File: config.mk
export PLATFORM = sky130hd
export DESIGN_NAME = crc_gen
export DESIGN_NICKNAME = d
export VERILOG_FILES = /design/src/rtl/crc_gen.sv
export SDC_FILE = /design/constraint.sdc
export NUM_CORES = 1
export LEC_CHECK = 0
export BUFFER_PORTS_ARGS = -buffer_cell sky130_fd_sc_hd__buf_4
export CORE_MARGIN = 2
export CORE_UTILIZATION = 54
export CTS_CLUSTER_SIZE = 25
export DETAILED_ROUTE_END_ITERATION = 16
export PLACE_DENSITY = 0.82
export SYNTH_ARGS = -nofsm -noshare
export SYNTH_HDL_FRONTEND = slang
export SYNTH_SLANG_ARGS = --single-unit
File: constraint.sdc
create_clock -name clk -period 1.7 [get_ports clk]
set_input_delay 0.51 -clock clk [delete_from_list [all_inputs] [get_ports clk]]
set_output_delay 0.51 -clock clk [all_outputs]
set_load 0.01 [all_outputs]
File: src/rtl/crc_gen.sv
// Serial CRC5/CRC16 generator: forwards the SYNC+PID+payload stream one cycle late
// and appends the complemented CRC of the payload, MSB first.
module crc_gen #(
  parameter int HDR_BITS    = 16,
  parameter int HSHAKE_BITS = 16,
  parameter int TOKEN_BITS  = 27,
  parameter int DATA_BITS   = 80
) (
  input  logic       clk,
  input  logic       rst,
  input  logic [1:0] pkt_in,
  input  logic       s_in,
  input  logic       endr,
  output logic       s_out,
  output logic       out_valid,
  output logic       out_eop,
  output logic       busy,
  output logic       crc_err
);

  typedef enum logic [1:0] {IDLE, PAYLOAD, CRC, HOLD} state_t;

  localparam logic [1:0] TYPE_TOKEN  = 2'b01;
  localparam logic [1:0] TYPE_HSHAKE = 2'b10;

  state_t      r_state;
  logic [1:0]  r_type;
  logic [6:0]  r_cnt;
  logic [15:0] r_crc;
  logic        r_sout;
  logic        r_valid;
  logic        r_eop;
  logic        r_err;

  logic        w_isToken;
  logic        w_isHshake;
  logic [6:0]  w_lastIdx;
  logic [6:0]  w_crcLast;
  logic        w_crcMsb;
  logic        w_fb;
  logic [15:0] w_poly;
  logic [15:0] w_crcNext;

  // Token CRC lives in r_crc[4:0]; the bits above it are don't-care for tokens.
  always_comb begin
    w_isToken  = (r_type == TYPE_TOKEN);
    w_isHshake = (r_type == TYPE_HSHAKE);
    w_lastIdx  = 7'(DATA_BITS - 1);
    w_crcLast  = 7'd15;
    w_poly     = 16'h8005;
    if (w_isToken) begin
      w_lastIdx = 7'(TOKEN_BITS - 1);
      w_crcLast = 7'd4;
      w_poly    = 16'h0005;
    end else if (w_isHshake) begin
      w_lastIdx = 7'(HSHAKE_BITS - 1);
    end
    w_crcMsb  = w_isToken ? r_crc[4] : r_crc[15];
    w_fb      = s_in ^ w_crcMsb;
    w_crcNext = {r_crc[14:0], 1'b0} ^ (w_fb ? w_poly : 16'h0000);
  end

  always_ff @(posedge clk or posedge rst) begin
    if (rst) begin
      r_state <= IDLE;
      r_type  <= 2'b00;
      r_cnt   <= 7'd0;
      r_crc   <= 16'hFFFF;
      r_sout  <= 1'b0;
      r_valid <= 1'b0;
      r_eop   <= 1'b0;
      r_err   <= 1'b0;
    end else begin
      r_err <= 1'b0;
      case (r_state)
        IDLE: begin
          r_sout  <= 1'b0;
          r_valid <= 1'b0;
          r_eop   <= 1'b0;
          if (pkt_in != 2'b00) begin
            r_type  <= pkt_in;
            r_cnt   <= 7'd0;
            r_crc   <= 16'hFFFF;
            r_state <= PAYLOAD;
          end
        end
        PAYLOAD: begin
          // An end marker before the last bit means the encoder aborted the packet.
          if (endr) begin
            r_err   <= 1'b1;
            r_sout  <= 1'b0;
            r_valid <= 1'b0;
            r_eop   <= 1'b0;
            r_state <= HOLD;
          end else begin
            r_sout  <= s_in;
            r_valid <= 1'b1;
            r_cnt   <= r_cnt + 7'd1;
            if (r_cnt >= 7'(HDR_BITS)) r_crc <= w_crcNext;
            if (r_cnt == w_lastIdx) begin
              if (w_isHshake) begin
                r_eop   <= 1'b1;
                r_state <= HOLD;
              end else begin
                r_cnt   <= 7'd0;
                r_state <= CRC;
              end
            end
          end
        end
        CRC: begin
          r_sout  <= ~w_crcMsb;
          r_valid <= 1'b1;
          r_crc   <= {r_crc[14:0], 1'b0};
          r_cnt   <= r_cnt + 7'd1;
          if (r_cnt == w_crcLast) begin
            r_eop   <= 1'b1;
            r_state <= HOLD;
          end
        end
        HOLD: begin
          r_sout  <= 1'b0;
          r_valid <= 1'b0;
          r_eop   <= 1'b0;
          if (!endr) r_state <= IDLE;
        end
        default: r_state <= IDLE;
      endcase
    end
  end

  assign s_out     = r_sout;
  assign out_valid = r_valid;
  assign out_eop   = r_eop;
  assign crc_err   = r_err;
  assign busy      = (r_state != IDLE);

endmodule

==> impl_metrics.yaml, run 1 <==
die:
  core_area_um2: 3100
  die_area_um2: 3780
  pin_count: 11
  dieWidth_um: 61.5
  num_rows: 20
  start_util: 0.575
  die_h_um: 61.5
sta:
  clock.fmax_ghz: 0.492
  slew_violations: 0
  min_period_over_period: 1.19
  setup_violations: 26
  final.min_clock_period_ns: 2.03
  hold_ws_ns: 0.230
  slew-limit-headroom: 0.746
  hold_viol: 0
  worst_slew_pin_slew_ns: 0.381
  rsz0062_at_grt: "yes"
  finClkSkew_ns: 0.0106
  worst_slack_ns: -0.331
power_and_ir_drop:
  power.density_nw_per_um2: 2400
  power.total_uw: 5820
  power.leakage_uw: 0.00117
  ir_drop_mv: 1.59
setup_path:
  r2r-end: "r_state[0]$_DFFE_PP0P_"
  regToRegSetupSlack_ns: -0.33
  cp-start-kind: "flop"
  endpoint_kind: "flop"
  worst-path-max-fanout: 3
  reg2reg_depth: 7
  required_ns: 1.92
  worstPathArrival_ns: 2.25
  r2r_start: "r_type[0]$_DFFE_PP0P_"
  startpoint: "r_type[0]$_DFFE_PP0P_"
  crit_type: "flop to flop"
logic_synthesis:
  synth.net_count: 191
  yosysTopAreaCellShare: 0.236
  synthMuxAreaShare: 0.0246
  synth-seq-cells: 31
  syn_area_um2: 1780
  synth_xor_xnor_area_share: 0.00982
  async_flop_share: 1.00
  synth_top_family_by_area: "compound AO/OA/AOI/OAI gates"
  synth_area_leaders: "dfstp_2, dfrtp_1, a21o_1, ha_1, a21oi_1"
  synth.distinct_cells: 48
  synth_area_leader_cell: "dfstp_2"
  synth_flop_cell: "dfstp_2"
  synth_compound_area_frac: 0.238
  synth_seq_area_share: 0.446
  synth_adder_area_share: 0.0632
  synth_edf_count: 0
  synthSimpleGateAreaFrac: 0.175
  syn_inst: 176
  synth-warning-count: 0
  avgSynthCellArea_um2: 10.1
global_route:
  grt-ovfl-total: 0
  track_usage: 0.308
  grt_pass1_wl_um: 8070
  antenna_found_initial: 0
  grt_pass1_vias: 1686
  grt_max_degree: 32
place:
  gp_congestion: 0.856
  dpl.hpwl_um: 2950
  port_buffers: 10
finish:
  final_common_cell: "buf_4"
  num_antenna_cells: 0
  nets: 242
  fillers: 169
  drive_gt1_frac: 0.500
  syn_to_final_growth_pct: 36.3
  final_cell_mix: "buf_4, nand2_1, dfstp_2"
drt:
  drc: 0
  wl_um: 5960
  num_vias: 1783
  wire_per_inst_um: 21.9
  drt-vias-per-instance: 6.56
  dr.pass1.iters: 5
  drtAntennaViolNets: 0
  drtIter0Drc: 132
clock_tree:
  tritoncts: "built"
  cts_buffers: 5
  clock_latency_ns: 0.35
  h-tree-depth: 2
  cts_buffer_depth: 2
  cts-root-buf: "clkbuf_4"
  clock_sinks: 31
  clk_pin_slew_worst_paths_ns: 0.10
run_status:
  status: "finished, violations left"
  violations: "negative setup slack"
min_path:
  hold_path_class: "primary input to asynchronous set/reset pin"
run:
  cap_violations: 0
==> report_power, final <==
part	total, uW	switching, uW	internal, uW
combinational	3790	2060	1730
clock	548	259	288
sequential	1480	266	1220
total	5820	2580	3240
==> Yosys cell counts (3+ instances only) <==
cell       n
a22o_1     5
ha_1       9
nor2_1     5
dfrtp_1   15
inv_1     11
dfstp_2   16
clkbuf_1   4
a21oi_1   17
nand2_1   21
and3_2     3
o21ai_0    4
a21o_1    15
o21ai_1    6
a31oi_1    3
==> metal layers <==
| layer | part of all wire | GRT usage |
|---|---|---|
| met1 | 0.35 | 0.362 |
| met2 | 0.48 | 0.506 |
| met3 | 0.095 | 0.0903 |
| met4 | 0.083 | 0.167 |
| met5 | 0 | 0 |
==> stage by stage <==
step | utilization | instances | TNS, ns | cell area, um2 | setup slack, ns
2_1_floorplan | - | 176 | -2.40 | 1810 | -0.136
3_3_place_gp | 0.679 | 252 | -1.46 | 2110 | -0.182
3_5_place_dp | 0.679 | 252 | -2.80 | 2110 | -0.318
4_1_cts | 0.753 | 267 | -1.99 | 2340 | -0.287
5_1_grt | 0.783 | 272 | -4.44 | 2430 | -0.402
6_report | 0.783 | 272 | -3.09 | 2430 | -0.331
==> logic make-up after synthesis <==
| kind of cell | Yosys count |
|---|---|
| DFF | 31 |
| AOI/OAI and AO/OA | 61 |
| xor gates and xnor gates | 2 |
| buffers and inverters | 18 |
| and+or+nand+nor | 51 |
| muxes | 4 |
| adders and majority gates | 9 |
==> cell type report <==
cell class / count / area, um2 / share of cell area
inverter: 11 / 41.3 / 0.0170
clock buffer: 7 / 76.3 / 0.0314
tap: 44 / 55.1 / 0.0227
multi-input combinational: 128 / 1060 / 0.438
clock inverter: 1 / 5.00 / 0.00206
timing repair buffer: 50 / 392 / 0.161
sequential: 31 / 796 / 0.327
==> worst max-delay path by stage <==
stage | to | slack (ns) | depth (start not counted)
after detailed placement | r_state[1]$_DFFE_PP0P_ | -0.32 | 6
final | r_state[0]$_DFFE_PP0P_ | -0.33 | 7
after global placement | r_state[1]$_DFFE_PP0P_ | -0.18 | 6
after global routing | r_state[0]$_DFFE_PP0P_ | -0.40 | 7
after floorplan | r_state[1]$_DFFE_PP0P_ | -0.14 | 6
after CTS | r_state[1]$_DFFE_PP0P_ | -0.29 | 6
==> sequential cells by signal, summed over array words and instances (netlist names) <==
| register | flops |
|---|---|
| r_state | 2 |
| s_out | 1 |
| r_type | 2 |
| r_crc | 16 |
| out_eop | 1 |
| r_cnt | 7 |
| out_valid | 1 |
| crc_err | 1 |
==> critical path: stages, from the launching register on <==
cell and delay, ns:
dfrtp_1 0.42, inv_1 0.15, ha_4 0.23, xnor2_2 0.14, o211ai_2 0.16, a2111o_1 0.46
nor4b_2 0.27, a211oi_2 0.07
==> timing repair <==
item / CTS / global route
setup buffers: 7 / 3
gates resized for setup: 21 / 15
setup endpoints to repair: 17 / 27
pin swaps: 3 / 4
cloned: 0 / 2
hold buffers: 0 / 0
Power figures use the tool's default switching activity.
==> run 2: changes to the inputs <==
--- a/config.mk
+++ b/config.mk
@@ -10,7 +10,7 @@
 export CORE_UTILIZATION = 54
 export CTS_CLUSTER_SIZE = 25
 export DETAILED_ROUTE_END_ITERATION = 16
-export PLACE_DENSITY = 0.82
+export PLACE_DENSITY = 0.75
 export SYNTH_ARGS = -nofsm -noshare
 export SYNTH_HDL_FRONTEND = slang
 export SYNTH_SLANG_ARGS = --single-unit
==> run 2 against run 1 <==
Net effect: the flow still finishes with violations (negative setup slack); clock-buffer cell count shrank 1; final area grew 3.7%; first-iteration DRC count shrank 29%; fmax shrank 1.8%; register-to-register slack lost 0.04 ns; clock power grew 13%; global-route usage shrank 5.5 points; sequential share of layout area shrank 1.1 points.
==> impl_metrics.yaml, run 2 (synthesis results as in run 1) <==
run_status:
  status: "finished, violations left"
  violations: "negative setup slack"
power_and_ir_drop:
  sequentialPowerShare: 0.243
  p_int_uw: 3500
  combPwrFrac: 0.656
  p_switching_uw: 2570
  p_clk_frac: 0.102
  ir_drop_mv: 1.54
  switching_share: 0.423
  power.density_nw_per_um2: 2410
  power.leakage_uw: 0.00119
sta:
  finClkSkew_ns: 0.0109
  setup_violations: 14
  rsz0062_at_grt: "yes"
  hold_ws_ns: 0.245
  hold_viol: 0
  setup_tns_ns: -2.81
  final.min_clock_period_ns: 2.07
  worst_slew_pin_slew_ns: 0.403
  slew_violations: 0
  min_period_over_period: 1.22
  worst_slack_ns: -0.367
  slew-limit-headroom: 0.732
  clock.fmax_ghz: 0.484
finish:
  num_antenna_cells: 0
  largest_register: "r_crc"
  utilization: 0.812
  seq_area_um2: 797
  reg_top3: "r_crc (16), r_cnt (7)"
  largest_register_ff_count: 16
  fillers: 178
  final_cell_mix: "buf_4, nand2_1, dfstp_2"
  instances_no_fill: 274
  multi_input_area_um2: 1130
  drive_gt1_frac: 0.557
  final_common_cell: "buf_4"
  syn_to_final_growth_pct: 41.3
  nets: 244
clock_tree:
  cts-root-buf: "clkbuf_4"
  h-tree-depth: 2
  clk_pin_slew_worst_paths_ns: 0.11
  clock_sinks: 31
  cts_buffers: 5
  clock_latency_ns: 0.34
  cts_buffer_depth: 2
  tritoncts: "built"
place:
  dpl.hpwl_um: 2800
  gp_congestion: 0.832
  port_buffers: 10
  dp.cells: 249
global_route:
  track_usage: 0.252
  grt_max_degree: 32
  antenna_found_initial: 0
  grt-ovfl-total: 0
  grt_pass1_vias: 1511
  grt_pass1_wl_um: 6930
setup_path:
  crit_type: "flop to flop"
  critPathMaxStageDelay_ns: 0.48
  cp-start-kind: "flop"
  worstPathArrival_ns: 2.29
  required_ns: 1.92
  endpoint_kind: "flop"
  path_cells: "ha_4 -> buf_4 -> and2b_2 -> a311oi_1 -> a2111o_1 -> nor4b_2 -> a211oi_1"
  worst-path-max-fanout: 6
  critPathSlowestCell: "a2111o_1"
die:
  dieWidth_um: 61.5
  die_h_um: 61.5
  core_area_um2: 3100
  start_util: 0.575
  die_area_um2: 3780
  pin_count: 11
  num_rows: 20
drt:
  drtAntennaViolNets: 0
  dr.pass1.iters: 5
  wire_per_inst_um: 18.5
  drc: 0
  drtIter0Drc: 94
  wl_um: 5080
  num_vias: 1633
  drt-vias-per-instance: 5.96
min_path:
  hold_path_class: "primary input to asynchronous set/reset pin"
run:
  cap_violations: 0
[run 2: path summary, 6_finish.rpt]
path,start,to,slack (ns),cells after the start
setup / recovery,r_type[0]$_DFFE_PP0P_,r_state[0]$_DFFE_PP0P_,-0.37,7
hold / removal,rst,out_valid$_DFF_PP0_,0.24,3
setup reg to reg,r_type[0]$_DFFE_PP0P_,r_state[0]$_DFFE_PP0P_,-0.37,7
hold reg to reg,r_crc[15]$_DFFE_PP1P_,r_crc[15]$_DFFE_PP1P_,0.51,2
min in group clk,r_crc[15]$_DFFE_PP1P_,r_crc[15]$_DFFE_PP1P_,0.51,2
max in group asynchronous,rst,r_crc[8]$_DFFE_PP1P_,1.12,3
[run 2: layer usage]
layer	global-route usage	share of wire	routed length (um)
met5	0	0	0
met4	0.0973	0.025	127
met3	0.0693	0.066	334
met2	0.419	0.51	2570
met1	0.313	0.40	2050
[run 2: power groups by stage]
stage / sequential [uW] / combinational (uW) / clock, uW
final: 1470 / 3980 / 618
after global routing: 1500 / 4240 / 658
after CTS: 1410 / 3170 / 620
after detailed placement: 1420 / 2750 / 0
after global placement: 1400 / 2620 / 0
after floorplan: 1400 / 1980 / 0
[run 2: metrics by stage]
step / instance area, um2 / power [uW] / setup WS [ns]
finish: 2520 / 6070 / -0.367
floorplan: 1810 / 3380 / -0.136
global placement: 2090 / 4020 / -0.189
detailed placement: 2090 / 4160 / -0.297
global route: 2520 / 6400 / -0.393
CTS: 2320 / 5210 / -0.276
[run 2: cell type report]
cell class	instances	area share
Multi-Input combinational cell	128	0.448
Clock buffer	6	0.0204
Sequential cell	31	0.316
Inverter	11	0.0174
Timing Repair Buffer	52	0.162
Tap cell	44	0.0219
Clock inverter	2	0.0139
[run 2: critical path: cells and delay by family (launching register included)]
family          cells  cell delay (ns)
fa+ha+maj           1             0.20
simple gates        2             0.52
compound gates      3             0.65
buf+inv             1             0.13
flops               1             0.45
[run 2: timing repair]
item	in CTS	in global routing
gates resized for setup	17	33
endpoints found under the setup margin	27	28
hold buffers	0	0
cloned	0	1
pin swaps	7	13
setup buffers	10	6
==> run 3: changes to the inputs <==
--- a/config.mk
+++ b/config.mk
@@ -11,6 +11,7 @@
 export CTS_CLUSTER_SIZE = 25
 export DETAILED_ROUTE_END_ITERATION = 16
 export PLACE_DENSITY = 0.75
+export RECOVER_POWER = 25
 export SYNTH_ARGS = -nofsm -noshare
 export SYNTH_HDL_FRONTEND = slang
 export SYNTH_SLANG_ARGS = --single-unit
==> constraint.sdc (replaced) <==
create_clock -name clk -period 1.75 [get_ports clk]
set_input_delay 0.525 -clock clk [delete_from_list [all_inputs] [get_ports clk]]
set_output_delay 0.525 -clock clk [all_outputs]
set_load 0.01 [all_outputs]
==> run 3 against run 2 <==
Net effect: the run still ends with negative setup slack left; core utilization down 2.7 points; global-route usage up 1.5 points; die area unchanged; total power down 7.3%; non-clock buffer count down 1.
==> impl_metrics.yaml, run 3 (synthesis results as in run 1) <==
place:
  gp_congestion: 0.816
  dpl.hpwl_um: 2880
  port_buffers: 10
  place_area_um2: 2090
  place_ws_ns: -0.256
drt:
  wire_per_inst_um: 18.0
  drt-vias-per-instance: 5.85
  wl_um: 4920
  drtIter0Drc: 99
  num_vias: 1598
  dr.pass1.iters: 4
  drc: 0
  drtAntennaViolNets: 0
die:
  dieWidth_um: 61.5
  start_util: 0.575
  num_rows: 20
  core_area_um2: 3100
  die_area_um2: 3780
  die_h_um: 61.5
  pin_count: 11
clock_tree:
  clock_latency_ns: 0.36
  cts_buffer_depth: 2
  tritoncts: "built"
  h-tree-depth: 2
  clk_pin_slew_worst_paths_ns: 0.11
  ctsHoldBuffers: 0
  cts_buffers: 5
  cts-root-buf: "clkbuf_4"
  clock_sinks: 31
finish:
  nets: 243
  reg_top3: "r_crc (16), r_cnt (7)"
  final_common_cell: "buf_4"
  num_antenna_cells: 0
  syn_to_final_growth_pct: 36.6
  final_area_um2: 2430
  largest_register: "r_crc"
  largest_register_ff_count: 16
  utilization: 0.785
  drive_gt1_frac: 0.489
  final_cell_mix: "buf_4, nand2_1, a21oi_1"
global_route:
  grt_max_degree: 32
  grt_pass1_vias: 1516
  grt-ovfl-total: 0
  grt_pass1_wl_um: 7250
  antenna_found_initial: 0
  track_usage: 0.267
setup_path:
  critPathSlowestCell: "a2111o_1"
  path_cells: "buf_4 -> ha_4 -> xnor2_2 -> o211ai_2 -> a2111o_1 -> nor4b_2 -> a211oi_1"
  endpoint_kind: "flop"
  crit_buf_inv: 1
  cp_top_family: "compound AO/OA/AOI/OAI gates"
  crit_type: "flop to flop"
  required_ns: 1.98
  critPathMaxStageDelay_ns: 0.49
  worstPathArrival_ns: 2.28
  cp-start-kind: "flop"
  worst-path-max-fanout: 3
sta:
  clock.fmax_ghz: 0.489
  worst_slew_pin_slew_ns: 0.784
  rsz0062_at_grt: "yes"
  finClkSkew_ns: 0.0128
  slew_violations: 0
  hold_viol: 0
  setup_violations: 13
  worst_slack_ns: -0.296
  setup_tns_ns: -1.80
  final.min_clock_period_ns: 2.05
  min_period_over_period: 1.17
  slew-limit-headroom: 0.477
run:
  cap_violations: 0
power_and_ir_drop:
  power.density_nw_per_um2: 2310
  ir_drop_mv: 1.59
  power.total_uw: 5630
  power.leakage_uw: 0.00118
min_path:
  hold_path_class: "primary input to asynchronous set/reset pin"
run_status:
  violations: "negative setup slack"
  status: "finished, violations left"
## run 3: cell count changes in the layout (fill, tap and decap cells not counted), moves of 2 or more
| cell | previous run | this run |
|---|---|---|
| buf_4 | 47 | 45 |
| nand2_1 | 19 | 21 |
| nand2_2 | 2 | 0 |
| a21oi_2 | 7 | 0 |
| a21oi_1 | 10 | 17 |
| o21ai_2 | 3 | 1 |
## run 3: final timing paths
kind,startpoint,to,slack (ns),cells after the start
hold / removal,rst,r_cnt[6]$_DFFE_PP0P_,0.38,3
min in group clk,pkt_in[0],r_type[0]$_DFFE_PP0P_,0.49,3
setup reg to reg,r_type[1]$_DFFE_PP0P_,r_state[0]$_DFFE_PP0P_,-0.30,7
hold reg to reg,r_crc[12]$_DFFE_PP1P_,r_crc[12]$_DFFE_PP1P_,0.52,1
max in group asynchronous,rst,out_eop$_DFFE_PP0P_,0.87,3
setup / recovery,r_type[1]$_DFFE_PP0P_,r_state[0]$_DFFE_PP0P_,-0.30,7
## run 3: final cells by class
class | count | area, um2
multi-input combinational | 128 | 1060
tap | 44 | 55.1
sequential | 31 | 796
fill | 200 | 668
clock inverter | 2 | 35.0
inverter | 11 | 41.3
timing repair buffer | 51 | 395
clock buffer | 6 | 51.3
## run 3: where the power goes
part | internal [uW] | switching, uW
Clock | 337 | 277
Sequential | 1180 | 231
Combinational | 1780 | 1820
## run 3: worst register-to-register path, stage by stage, from the launching register on
cell and delay, ns:
dfrtp_1 0.41, buf_4 0.15, ha_4 0.26, xnor2_2 0.11, o211ai_2 0.15, a2111o_1 0.49, nor4b_2 0.29, a211oi_1 0.07
## run 3: per-stage QoR
stage          cells  hold WS, ns
3_5_place_dp     249        0.458
3_3_place_gp     249        0.451
5_1_grt          273        0.458
2_1_floorplan    176        0.442
4_1_cts          265        0.254
6_report         273        0.382
## run 3: per-layer routing
layer / part of all wire / routed length [um] / vias to the layer above / global-route usage
met5: 0 / 0 / - / 0
met4: 0.029 / 143 / 0 / 0.0973
met3: 0.044 / 215 / 15 / 0.0588
met2: 0.51 / 2500 / 57 / 0.453
met1: 0.42 / 2060 / 800 / 0.336
li1: - / - / 726 / -
## run 3: repair_timing
item                       4_1_cts  5_1_grt
gates cloned                     0        1
hold endpoints to repair         0        0
setup endpoints to repair       13       24
pin swaps                        9        8
buffers inserted                 8        7
gates resized for setup         17       14
